`config.mk`:
```
export PLATFORM = sky130hd
export DESIGN_NAME = multicycle_control_unit
export DESIGN_NICKNAME = d
export VERILOG_FILES = /design/src/rtl/multicycle_control_unit.sv
export SDC_FILE = /design/constraint.sdc
export NUM_CORES = 1
export LEC_CHECK = 0
export CAP_MARGIN = 20
export CORE_MARGIN = 3
export CORE_UTILIZATION = 30
export DETAILED_ROUTE_END_ITERATION = 12
export GPL_TIMING_DRIVEN = 0
export PLACE_DENSITY_LB_ADDON = 0.12
export SLEW_MARGIN = 10
export SYNTH_ARGS = -nofsm -noshare
export SYNTH_HDL_FRONTEND = slang
export SYNTH_SLANG_ARGS = --single-unit
```
`constraint.sdc`:
```
create_clock -name clk -period 1.4 [get_ports clk]
set_input_delay 0.14 -clock clk [delete_from_list [all_inputs] [get_ports clk]]
set_output_delay 0.14 -clock clk [all_outputs]
set_load 0.005 [all_outputs]
```
`src/rtl/multicycle_control_unit.sv`:
```
// multicycle_control_unit
// Multi-cycle control FSM for the 4-bit-opcode accumulator ISA. One
// instruction is accepted per handshake and sequenced through
// DECODE -> EXEC -> (MEM) -> (WB) before returning to IDLE.
//
// Optional feature macro: CU_ILLEGAL_TRAP_EN
//   defined   : an illegal opcode (opcode >= 16, only possible when
//               OPCODE_W > 4) parks the unit in TRAP with trap = 1 until reset.
//   undefined : an illegal opcode runs as a NOP (pc_inc in EXEC), trap = 0.
//
// Handshake: an instruction transfers on a rising edge where
// instr_valid && instr_ready are both high. instr_ready depends only on the
// state register (high only in IDLE), never on instr_valid.
//
// Opcode map (low four opcode bits):
//   0 move  1 add  2 and  3 not  4 nor  5 slt  6 sll  7 srl
//   8 addi  9 jal  A lw   B sw   C beq  D bne  E j    F li
//
// Output timing: everything is decoded from the state and instruction
// registers. The only places an input reaches an output in the same cycle
// are the PC strobes of a branch in EXEC (qualified by alu_zero) and the
// pc_inc of a store in its acknowledge cycle (qualified by mem_ack), so
// that the PC update lands in the instruction's final cycle.
//
// dbg_state exposes the raw state register for checkers.

module multicycle_control_unit #(
    parameter int INSTR_W  = 8,
    parameter int OPCODE_W = 4,
    parameter int RADDR_W  = 2
) (
    input  logic               clk,
    input  logic               rst_n,
    input  logic               instr_valid,
    input  logic [INSTR_W-1:0] instruction,
    output logic               instr_ready,
    input  logic               alu_zero,
    input  logic               mem_ack,
    output logic [RADDR_W-1:0] reg_addr_0,
    output logic [RADDR_W-1:0] reg_addr_1,
    output logic [RADDR_W-1:0] reg_addr_w,
    output logic               reg_w_en,
    output logic [1:0]         sel_w_source,
    output logic               mem_r_en,
    output logic               mem_w_en,
    output logic               pc_inc,
    output logic               pc_load,
    output logic               busy,
    output logic               trap,
    output logic [2:0]         dbg_state
);

    // ------------------------------------------------------------------
    // Opcodes and write-source encodings
    // ------------------------------------------------------------------
    localparam logic [3:0] OP_MOVE = 4'h0;
    localparam logic [3:0] OP_ADD  = 4'h1;
    localparam logic [3:0] OP_AND  = 4'h2;
    localparam logic [3:0] OP_NOT  = 4'h3;
    localparam logic [3:0] OP_NOR  = 4'h4;
    localparam logic [3:0] OP_SLT  = 4'h5;
    localparam logic [3:0] OP_SLL  = 4'h6;
    localparam logic [3:0] OP_SRL  = 4'h7;
    localparam logic [3:0] OP_ADDI = 4'h8;
    localparam logic [3:0] OP_JAL  = 4'h9;
    localparam logic [3:0] OP_LW   = 4'hA;
    localparam logic [3:0] OP_SW   = 4'hB;
    localparam logic [3:0] OP_BEQ  = 4'hC;
    localparam logic [3:0] OP_BNE  = 4'hD;
    localparam logic [3:0] OP_J    = 4'hE;
    localparam logic [3:0] OP_LI   = 4'hF;

    localparam logic [1:0] SRC_ALU = 2'b00;
    localparam logic [1:0] SRC_MEM = 2'b01;
    localparam logic [1:0] SRC_PC1 = 2'b10;
    localparam logic [1:0] SRC_IMM = 2'b11;

    typedef enum logic [2:0] {
        ST_IDLE   = 3'd0,
        ST_DECODE = 3'd1,
        ST_EXEC   = 3'd2,
        ST_MEM    = 3'd3,
        ST_WB     = 3'd4
`ifdef CU_ILLEGAL_TRAP_EN
        ,
        ST_TRAP   = 3'd5
`endif
    } state_t;

    state_t             state_q, state_d;
    logic [INSTR_W-1:0] ir_q, ir_d;

    // ------------------------------------------------------------------
    // Instruction fields
    // ------------------------------------------------------------------
    logic [OPCODE_W-1:0] opcode;
    logic [3:0]          op_lo;
    logic                op_illegal;
    logic [RADDR_W-1:0]  field_0;
    logic [RADDR_W-1:0]  field_1;

    assign opcode  = ir_q[INSTR_W-1 -: OPCODE_W];
    assign op_lo   = opcode[3:0];
    assign field_0 = ir_q[RADDR_W-1:0];
    assign field_1 = ir_q[2*RADDR_W-1:RADDR_W];

    // Only a wider opcode field can encode values outside the 16 legal ops.
    generate
        if (OPCODE_W > 4) begin : g_wide_opcode
            assign op_illegal = |opcode[OPCODE_W-1:4];
        end else begin : g_narrow_opcode
            assign op_illegal = 1'b0;
        end
    endgenerate

    // ------------------------------------------------------------------
    // Instruction decode (from IR only)
    // ------------------------------------------------------------------
    logic               dec_write;   // instruction ends with a WB cycle
    logic               dec_mem_rd;  // lw
    logic               dec_mem_wr;  // sw
    logic               dec_jump;    // unconditional PC load (j, jal)
    logic               dec_beq;
    logic               dec_bne;
    logic [RADDR_W-1:0] dec_waddr;
    logic [1:0]         dec_sel;

    // Classify the latched opcode; illegal opcodes decode to "do nothing".
    always_comb begin
        dec_write  = 1'b0;
        dec_mem_rd = 1'b0;
        dec_mem_wr = 1'b0;
        dec_jump   = 1'b0;
        dec_beq    = 1'b0;
        dec_bne    = 1'b0;
        dec_waddr  = '0;
        dec_sel    = SRC_ALU;
        if (!op_illegal) begin
            case (op_lo)
                OP_MOVE, OP_NOT, OP_SLL, OP_SRL, OP_ADDI: begin
                    dec_write = 1'b1;
                    dec_waddr = field_1;
                end
                OP_LI: begin
                    dec_write = 1'b1;
                    dec_waddr = field_1;
                    dec_sel   = SRC_IMM;
                end
                OP_ADD, OP_AND, OP_NOR, OP_SLT: begin
                    dec_write = 1'b1;
                end
                OP_LW: begin
                    dec_write  = 1'b1;
                    dec_mem_rd = 1'b1;
                    dec_sel    = SRC_MEM;
                end
                OP_JAL: begin
                    // Link register is the highest-numbered register.
                    dec_write = 1'b1;
                    dec_jump  = 1'b1;
                    dec_waddr = '1;
                    dec_sel   = SRC_PC1;
                end
                OP_SW:   dec_mem_wr = 1'b1;
                OP_J:    dec_jump   = 1'b1;
                OP_BEQ:  dec_beq    = 1'b1;
                OP_BNE:  dec_bne    = 1'b1;
                default: ;
            endcase
        end
    end

    // ------------------------------------------------------------------
    // State and instruction registers
    // ------------------------------------------------------------------
    // Async reset drops any instruction in flight and clears IR.
    always_ff @(posedge clk or negedge rst_n) begin
        if (!rst_n) begin
            state_q <= ST_IDLE;
            ir_q    <= '0;
        end else begin
            state_q <= state_d;
            ir_q    <= ir_d;
        end
    end

    // Next-state logic and IR capture on the handshake.
    always_comb begin
        state_d = state_q;
        ir_d    = ir_q;
        case (state_q)
            ST_IDLE: begin
                if (instr_valid) begin
                    ir_d    = instruction;
                    state_d = ST_DECODE;
                end
            end
            ST_DECODE: state_d = ST_EXEC;
            ST_EXEC: begin
                if (op_illegal) begin
`ifdef CU_ILLEGAL_TRAP_EN
                    state_d = ST_TRAP;
`else
                    state_d = ST_IDLE;
`endif
                end else if (dec_mem_rd || dec_mem_wr) begin
                    state_d = ST_MEM;
                end else if (dec_write) begin
                    state_d = ST_WB;
                end else begin
                    state_d = ST_IDLE;
                end
            end
            ST_MEM: begin
                if (mem_ack) begin
                    state_d = dec_mem_rd ? ST_WB : ST_IDLE;
                end
            end
            ST_WB: state_d = ST_IDLE;
`ifdef CU_ILLEGAL_TRAP_EN
            ST_TRAP: state_d = ST_TRAP;
`endif
            default: state_d = ST_IDLE;
        endcase
    end

    // ------------------------------------------------------------------
    // Outputs
    // ------------------------------------------------------------------
    logic in_idle;
    assign in_idle = (state_q == ST_IDLE);

    assign instr_ready = in_idle;
    assign busy        = !in_idle;
    assign dbg_state   = state_q;
    assign reg_addr_0  = field_0;
    assign reg_addr_1  = field_1;

    // Datapath strobes and PC control decoded from state (plus the branch
    // flag / memory ack in the instruction's final cycle).
    always_comb begin
        reg_addr_w   = '0;
        sel_w_source = SRC_ALU;
        reg_w_en     = 1'b0;
        mem_r_en     = 1'b0;
        mem_w_en     = 1'b0;
        pc_inc       = 1'b0;
        pc_load      = 1'b0;
        trap         = 1'b0;

        // Write address/source are held for the whole instruction.
        if (!in_idle) begin
            reg_addr_w   = dec_waddr;
            sel_w_source = dec_sel;
        end

        case (state_q)
            ST_EXEC: begin
                if (op_illegal) begin
`ifndef CU_ILLEGAL_TRAP_EN
                    pc_inc = 1'b1;
`endif
                end else if (!dec_write && !dec_mem_rd && !dec_mem_wr) begin
                    // Control-flow ops finish here.
                    if (dec_jump) begin
                        pc_load = 1'b1;
                    end else if (dec_beq) begin
                        pc_load = alu_zero;
                        pc_inc  = !alu_zero;
                    end else if (dec_bne) begin
                        pc_load = !alu_zero;
                        pc_inc  = alu_zero;
                    end else begin
                        pc_inc = 1'b1;
                    end
                end
            end
            ST_MEM: begin
                mem_r_en = dec_mem_rd;
                mem_w_en = dec_mem_wr;
                // A store completes in its ack cycle.
                if (mem_ack && dec_mem_wr) begin
                    pc_inc = 1'b1;
                end
            end
            ST_WB: begin
                // jal writes the link (old PC+1) and loads the PC together.
                reg_w_en = 1'b1;
                if (dec_jump) begin
                    pc_load = 1'b1;
                end else begin
                    pc_inc = 1'b1;
                end
            end
`ifdef CU_ILLEGAL_TRAP_EN
            ST_TRAP: trap = 1'b1;
`endif
            default: ;
        endcase
    end

endmodule
```
==> results of run 1 <==
==> metal layers <==
metal / global-route usage [%] / wire [µm]
met1: 19.9 / 1120
met2: 28.2 / 1450
met3: 2.40 / 129
met4: 6.80 / 50
met5: 0 / 0
==> logic make-up after synthesis <==
kind of cell               count (synthesis)
and+or+nand+nor                           34
DFF                                       11
buffers and inverters                     17
xor gates and xnor gates                   1
other                                      1
muxes                                      5
adders and majority gates                  1
AOI/OAI and AO/OA                         22
==> worst reg2reg max path, cell delays in order, from the launching register on <==
cell	delay [ns]
dfrtp_2	0.43
buf_6	0.14
nor3_4	0.29
buf_6	0.16
and2_4	0.16
buf_12	0.12
mux2_4	0.29
==> stage by stage <==
step                      cell area (µm²)  utilization, %  total power, mW
after floorplan                       857               -             1.72
final                                1630            63.0             3.78
after CTS                            1430            55.2             3.21
after global placement               1190            46.1             2.36
after global routing                 1630            63.0             4.03
after detailed placement             1190            46.1             2.39
==> what timing repair did <==
item,in CTS,in global routing
setup endpoints to repair,19,24
pin swaps,14,14
buffers inserted,23,11
cloned,0,0
gates resized for setup,68,40
==> layout make-up <==
type	instances	area, µm²
plain buffers	11	114
clock buffers	4	26.3
fillers	223	958
inverters	6	22.5
multi-input cells	64	567
flip-flops and latches	11	278
well taps	30	37.5
repair buffers	64	587
==> sequential cells by signal, indices dropped and copies added (netlist names) <==
| register | flops |
|---|---|
| dbg_state | 3 |
| ir_q | 8 |
==> layout by cell type, fill, tap and decap left out, drive strengths merged <==
| cell type | count |
|---|---|
| o21bai | 1 |
| nor4b | 1 |
| mux2 | 5 |
| nor3 | 3 |
| a31o | 1 |
| a311oi | 1 |
| nor2 | 8 |
| maj3 | 1 |
| inv | 6 |
| nor3b | 1 |
| o22a | 1 |
| clkdlybuf4s15 | 1 |
| nand3b | 1 |
| o21ai | 8 |
| and3b | 1 |
| o2111ai | 1 |
| clkbuf | 5 |
| buf | 55 |
| xor2 | 1 |
| dfrtp | 11 |
| clkdlybuf4s50 | 13 |
| a221oi | 1 |
| dlygate4sd2 | 2 |
| a2111oi | 1 |
| a21oi | 4 |
| and4b | 1 |
| nand2 | 7 |
| o31ai | 1 |
| nand2b | 1 |
| a32oi | 2 |
| conb | 1 |
| and2 | 4 |
| nor2b | 3 |
| nand3 | 2 |
| dlymetal6s2s | 3 |
| nand4 | 1 |
==> worst paths after layout <==
| kind | from | end | slack (ns) | cells after the start |
|---|---|---|---|---|
| min reg2reg | ir_q[0] | ir_q[0] | 0.52 | 1 |
| max in group asynchronous | rst_n | dbg_state[1] | 0.83 | 1 |
| min in group clk | instruction[3] | ir_q[3] | 0.43 | 3 |
| max reg2reg | dbg_state[2] | ir_q[1] | -0.30 | 6 |
| max | dbg_state[1] | pc_load | -0.32 | 5 |
| min | rst_n | ir_q[4] | 0.21 | 1 |
==> power breakdown <==
group          switching (mW)  internal, mW  total [mW]
sequential              0.123         0.476       0.600
clock                  0.0994         0.110       0.210
combinational            1.23          1.74        2.97
total                    1.45          2.33        3.78
==> metrics.txt, run 1 <==
status=finished, violations left; failing checks=negative setup slack; post-synthesis adder-cell area fraction=1.18%; YS warnings=0; Clk pin slew, worst setup/hold paths=around 0.070 ns; Max Fclk=a little under 600 MHz; combinational family with the most area after synthesis=simple AND/OR/NAND/NOR gates; Post-synth EDFFs=0; CTS tree=done; Net Count, Synth=about 110; Die Ht=just under 60 µm; CP max FO=5; gpl congestion=~0.72; number of global-route vias before repair=938; Critical Path Slowest Stage Cell=dfrtp_2; max-slew violation count=0; count leader, synth=dfrtp_1; Synth area leaders=dfrtp_1 (32%), mux2_4 (7.1%), buf_4 (5.3%); Worst-Skew Late Latency=around 0.26 ns; # diodes=0; crit path launch type=flip-flop; Syn Inst Count=between 90 and 100; die area=roughly 3500 µm²; clock buffer count from CTS=3; clk sinks=11; Hold WS=about 0.21 ns; WS Path Type=flip-flop to output pin; Ports=32; Die Width=between 50 and 60 µm; VDD IR max=approximately 1.3 mV; CORE AREA=between 2000 and 3000 µm²; Via density=approximately 5; Fin. Hold Viols=0; Req. time, crit path=~1.3 ns; DP HPWL=1580 µm; non-filler cells, final=190; pre-CTS setup slack=-0.693 ns; CP bufs+invs=1; Final Setup Violations=21; Routed wire per std cell=between 10 and 15 µm; post-route setup slack=-0.318 ns; Longest Clk Path Bufs=2; maxcap violations=0; ys flop type=dfrtp_1; Synth area leader=dfrtp_1; post-route antenna net violation count=0; register area share after synthesis=between 30% and 40%; Min-Delay Path Class=primary input to asynchronous set/reset pin; 1st-pass router iterations=4; setup TNS=-4.31 ns; via count=approximately 940; share of cells above drive strength 1=approximately 63%; post-synth cell types=38; Tot GR Track Use=roughly 16%; top post-synthesis cells by count=dfrtp_1 (11), nor2_1 (8), nand2_1 (7), o21ai_0 (7); Starting Density=about a third; share of the synthesized area in the top cell type=32.4%; Crit. End Element=output pin; # rows=18; Synth Area in Simple Gates=23.2%; Root Buffer=clkbuf_4; synthesis-to-layout area growth=91.8%; mux share of post-synthesis cell area=under 10%; Yosys reg bits=11; Arr. time, crit path=around 1.6 ns; P_leak=slightly below 0.8 nW; final worst-path cycle share=123%; # placed instances=~150; crit-path max cell delay=0.45 ns; global-route wire length before repair=around 4400 µm; Async S/R FF share, synth=between 90% and 100%; initial detailed-routing violation count=13; mapped cell area=around 850 µm²; Synth Area in Compound Gates=17.8%; Top delay family on crit path=compound AO/OA/AOI/OAI gates; hold_buf cts=0; post-layout net count=174; Tmin final=1.72 ns; power per cell area=2310 nW/µm²; GRT overflow=0; Residual DRC=0; initial antenna violation count=0; RSZ-0062 raised after global routing=true; post-synthesis xor/xnor area fraction=1.03%; worst-path cell chain=nand3b_1 -> a21oi_2 -> o21ai_1 -> a2111oi_2 -> buf_2; Routed Wire Length=roughly 2800 µm; Setup Skew=around 0.005 ns; CTS H-tree depth=1; count of input and output buffers=30; maximum number of pins on one net before global-route repair=12; average size of a mapped cell=roughly 9.2 µm²
(Power assumes the default switching activity.)
==> inputs of run 2 (changes only) <==
--- a/config.mk
+++ b/config.mk
@@ -11,7 +11,7 @@
 export DETAILED_ROUTE_END_ITERATION = 12
 export GPL_TIMING_DRIVEN = 0
 export PLACE_DENSITY_LB_ADDON = 0.12
-export SLEW_MARGIN = 10
+export SLEW_MARGIN = 0
 export SYNTH_ARGS = -nofsm -noshare
 export SYNTH_HDL_FRONTEND = slang
 export SYNTH_SLANG_ARGS = --single-unit
==> results of run 2 <==
Final layout, timing and power as in run 1 (identical DEF).
==> inputs of run 3 (changes only) <==
--- a/config.mk
+++ b/config.mk
@@ -6,8 +6,10 @@
 export NUM_CORES = 1
 export LEC_CHECK = 0
 export CAP_MARGIN = 20
+export CELL_PAD_IN_SITES_DETAIL_PLACEMENT = 1
+export CELL_PAD_IN_SITES_GLOBAL_PLACEMENT = 1
 export CORE_MARGIN = 3
-export CORE_UTILIZATION = 30
+export CORE_UTILIZATION = 28
 export DETAILED_ROUTE_END_ITERATION = 12
 export GPL_TIMING_DRIVEN = 0
 export PLACE_DENSITY_LB_ADDON = 0.12
==> run 3 against run 2 <==
Effect of this change:
- the run still ends with negative setup slack left
- routed wire length rose by 16%
- critical path depth rose by 1
- global-route usage rose by 1.4 points
- non-clock buffer count did not move
- largest power group unchanged
- worst setup slack got worse by 0.099 ns
==> metrics.txt, run 3 (synthesis results as in run 1) <==
status=finished, violations left; failing checks=negative setup slack; Die Width=61.1 µm (+3.2%); reg-to-reg endpoint=ir_q[1]; # diodes=0 (unchanged); Arr. time, crit path=1.68 ns (+0.10 ns); CORE AREA=2830 µm² (+9.2%); CTS tree=done; gpl congestion=0.719 (-0.42%); worst reg2reg setup slack=-0.31 ns (about the same); reg2reg start=dbg_state[1]; Min-Delay Path Class=primary input to asynchronous set/reset pin; Tot GR Track Use=17.7% (+1.4 points); normalized max-slew margin=roughly 65%; GRT overflow=0 (unchanged); initial detailed-routing violation count=26 (+13); final worst-path cycle share=130% (+7.1 points); count of input and output buffers=30 (unchanged); RSZ-0062 raised after global routing=true; Worst-Skew Late Latency=0.27 ns (about the same); WS Path Type=flip-flop to output pin; Slew @ Worst Pin=0.519 ns; 1st-pass router iterations=4 (unchanged); Largest Register=ir_q; commonest non-fill, non-tap cell in the layout=buf_6; VDD IR max=1.08 mV (-16%); Final Setup Violations=21 (unchanged); Final Util=56.4% (-6.6 points); maximum number of pins on one net before global-route repair=12 (unchanged); max-slew violation count=0 (unchanged); Crit. End Element=output pin; most frequent cells in the layout=buf_6 (27), buf_4 (20), clkdlybuf4s50_1 (13), buf_2 (8); # rows=19 (+1); Residual DRC=0 (unchanged); maxcap violations=0 (unchanged); via count=935 (-0.21%); Register-to-Register Path Depth=8 (+2); Max Fclk=550 MHz (-5.4%); post-route antenna net violation count=0 (unchanged); Longest Clk Path Bufs=2 (unchanged); share of cells above drive strength 1=56.3% (-6.3 points); Root Buffer=clkbuf_4; Ports=32 (unchanged); Via density=4.90 (-0.74%); clock buffer count from CTS=3 (unchanged); Tmin final=1.82 ns (+0.0990 ns); CP max FO=3 (-2); Largest register FFs=8 (unchanged); die area=3740 µm² (+6.4%); synthesis-to-layout area growth=87.6%; Clk pin slew, worst setup/hold paths=0.07 ns (about the same); Routed Wire Length=3190 µm (+16%); Fin. Hold Viols=0 (unchanged); clk sinks=11 (unchanged); post-route setup slack=-0.417 ns (-0.0990 ns); Routed wire per std cell=16.7 µm (+15%); Tot Pwr=3.84 mW (+1.6%); Starting Density=30.1% (-2.8 points); DP HPWL=1730 µm (+9.8%); Setup Skew=0.00234 ns (-0.00264 ns); P_leak=0.763 nW (-3.2%); initial antenna violation count=0 (unchanged); power per cell area=2400 nW/µm² (+3.9%); crit path launch type=flip-flop; Die Ht=61.1 µm (+3.2%); Req. time, crit path=1.26 ns (about the same); global-route wire length before repair=4890 µm (+12%); post-layout net count=174 (unchanged); number of global-route vias before repair=996 (+6.2%); CTS H-tree depth=1 (unchanged)
==> run 3: changes by cell type in the layout (fill, tap and decap cells not counted), moves of 2 or more <==
cell	previous run	this run
nand3_1	0	2
buf_4	25	20
buf_2	6	8
dfrtp_2	2	4
nor2b_4	2	0
dfrtp_1	9	7
and2_1	1	3
buf_6	22	27
nor2_1	5	7
nor2b_1	0	2
nor2_2	2	0
nand3_2	2	0
==> run 3: layout make-up <==
type | count | area, µm²
plain buffers | 11 | 114
clock buffers | 4 | 26.3
fillers | 320 | 1230
inverters | 6 | 22.5
multi-input cells | 64 | 513
flip-flops and latches | 11 | 280
well taps | 31 | 38.8
repair buffers | 64 | 602
==> run 3: repair_timing <==
action,in CTS,in global routing
endpoints found under the setup margin,24,23
setup buffers,32,6
gates resized for setup,83,21
pin swaps,18,10
hold buffers,0,0
==> run 3: layer usage <==
layer | vias to the layer above | share of wire, % | global-route usage [%]
li1 | 454 | - | -
met4 | 0 | 0.88 | 3.72
met3 | 4 | 2.4 | 1.89
met1 | 456 | 44 | 22.3
met5 | - | 0 | 0
met2 | 21 | 53 | 32.3
==> run 3: critical path: stages (launching register included) <==
cell,delay (ns)
dfrtp_2,0.43
buf_6,0.13
nand3b_1,0.18
a21oi_2,0.13
o21ai_1,0.10
a2111oi_2,0.28
buf_2,0.16
==> run 3: how the worst max path moves through the flow <==
stage                             from  endpoint  slack [ns]  cells after the start
after floorplan           dbg_state[0]   ir_q[1]       -0.05                      4
after global placement         ir_q[5]   pc_load       -0.68                      5
after detailed placement       ir_q[5]   pc_load       -0.70                      5
after CTS                 dbg_state[1]   pc_load       -0.40                      6
after global routing      dbg_state[1]   pc_load       -0.52                      6
final                     dbg_state[1]   pc_load       -0.42                      6
==> run 3: power breakdown <==
part	leakage, nW	internal, mW	switching, mW	total (mW)
clock	0.0150	0.110	0.109	0.220
combinational	0.619	1.77	1.24	3.01
sequential	0.129	0.481	0.130	0.612
total	0.763	2.36	1.48	3.84
==> run 3: per-stage QoR <==
stage	setup slack, ns	TNS, ns	hold slack [ns]	area [µm²]	cells
after floorplan	-0.0533	-0.213	-0.156	857	92
after global placement	-0.684	-4.49	0.492	1200	153
after detailed placement	-0.698	-4.80	0.507	1200	153
after CTS	-0.399	-3.03	0.219	1500	187
after global routing	-0.519	-6.68	0.240	1600	191
final	-0.417	-5.10	0.209	1600	191
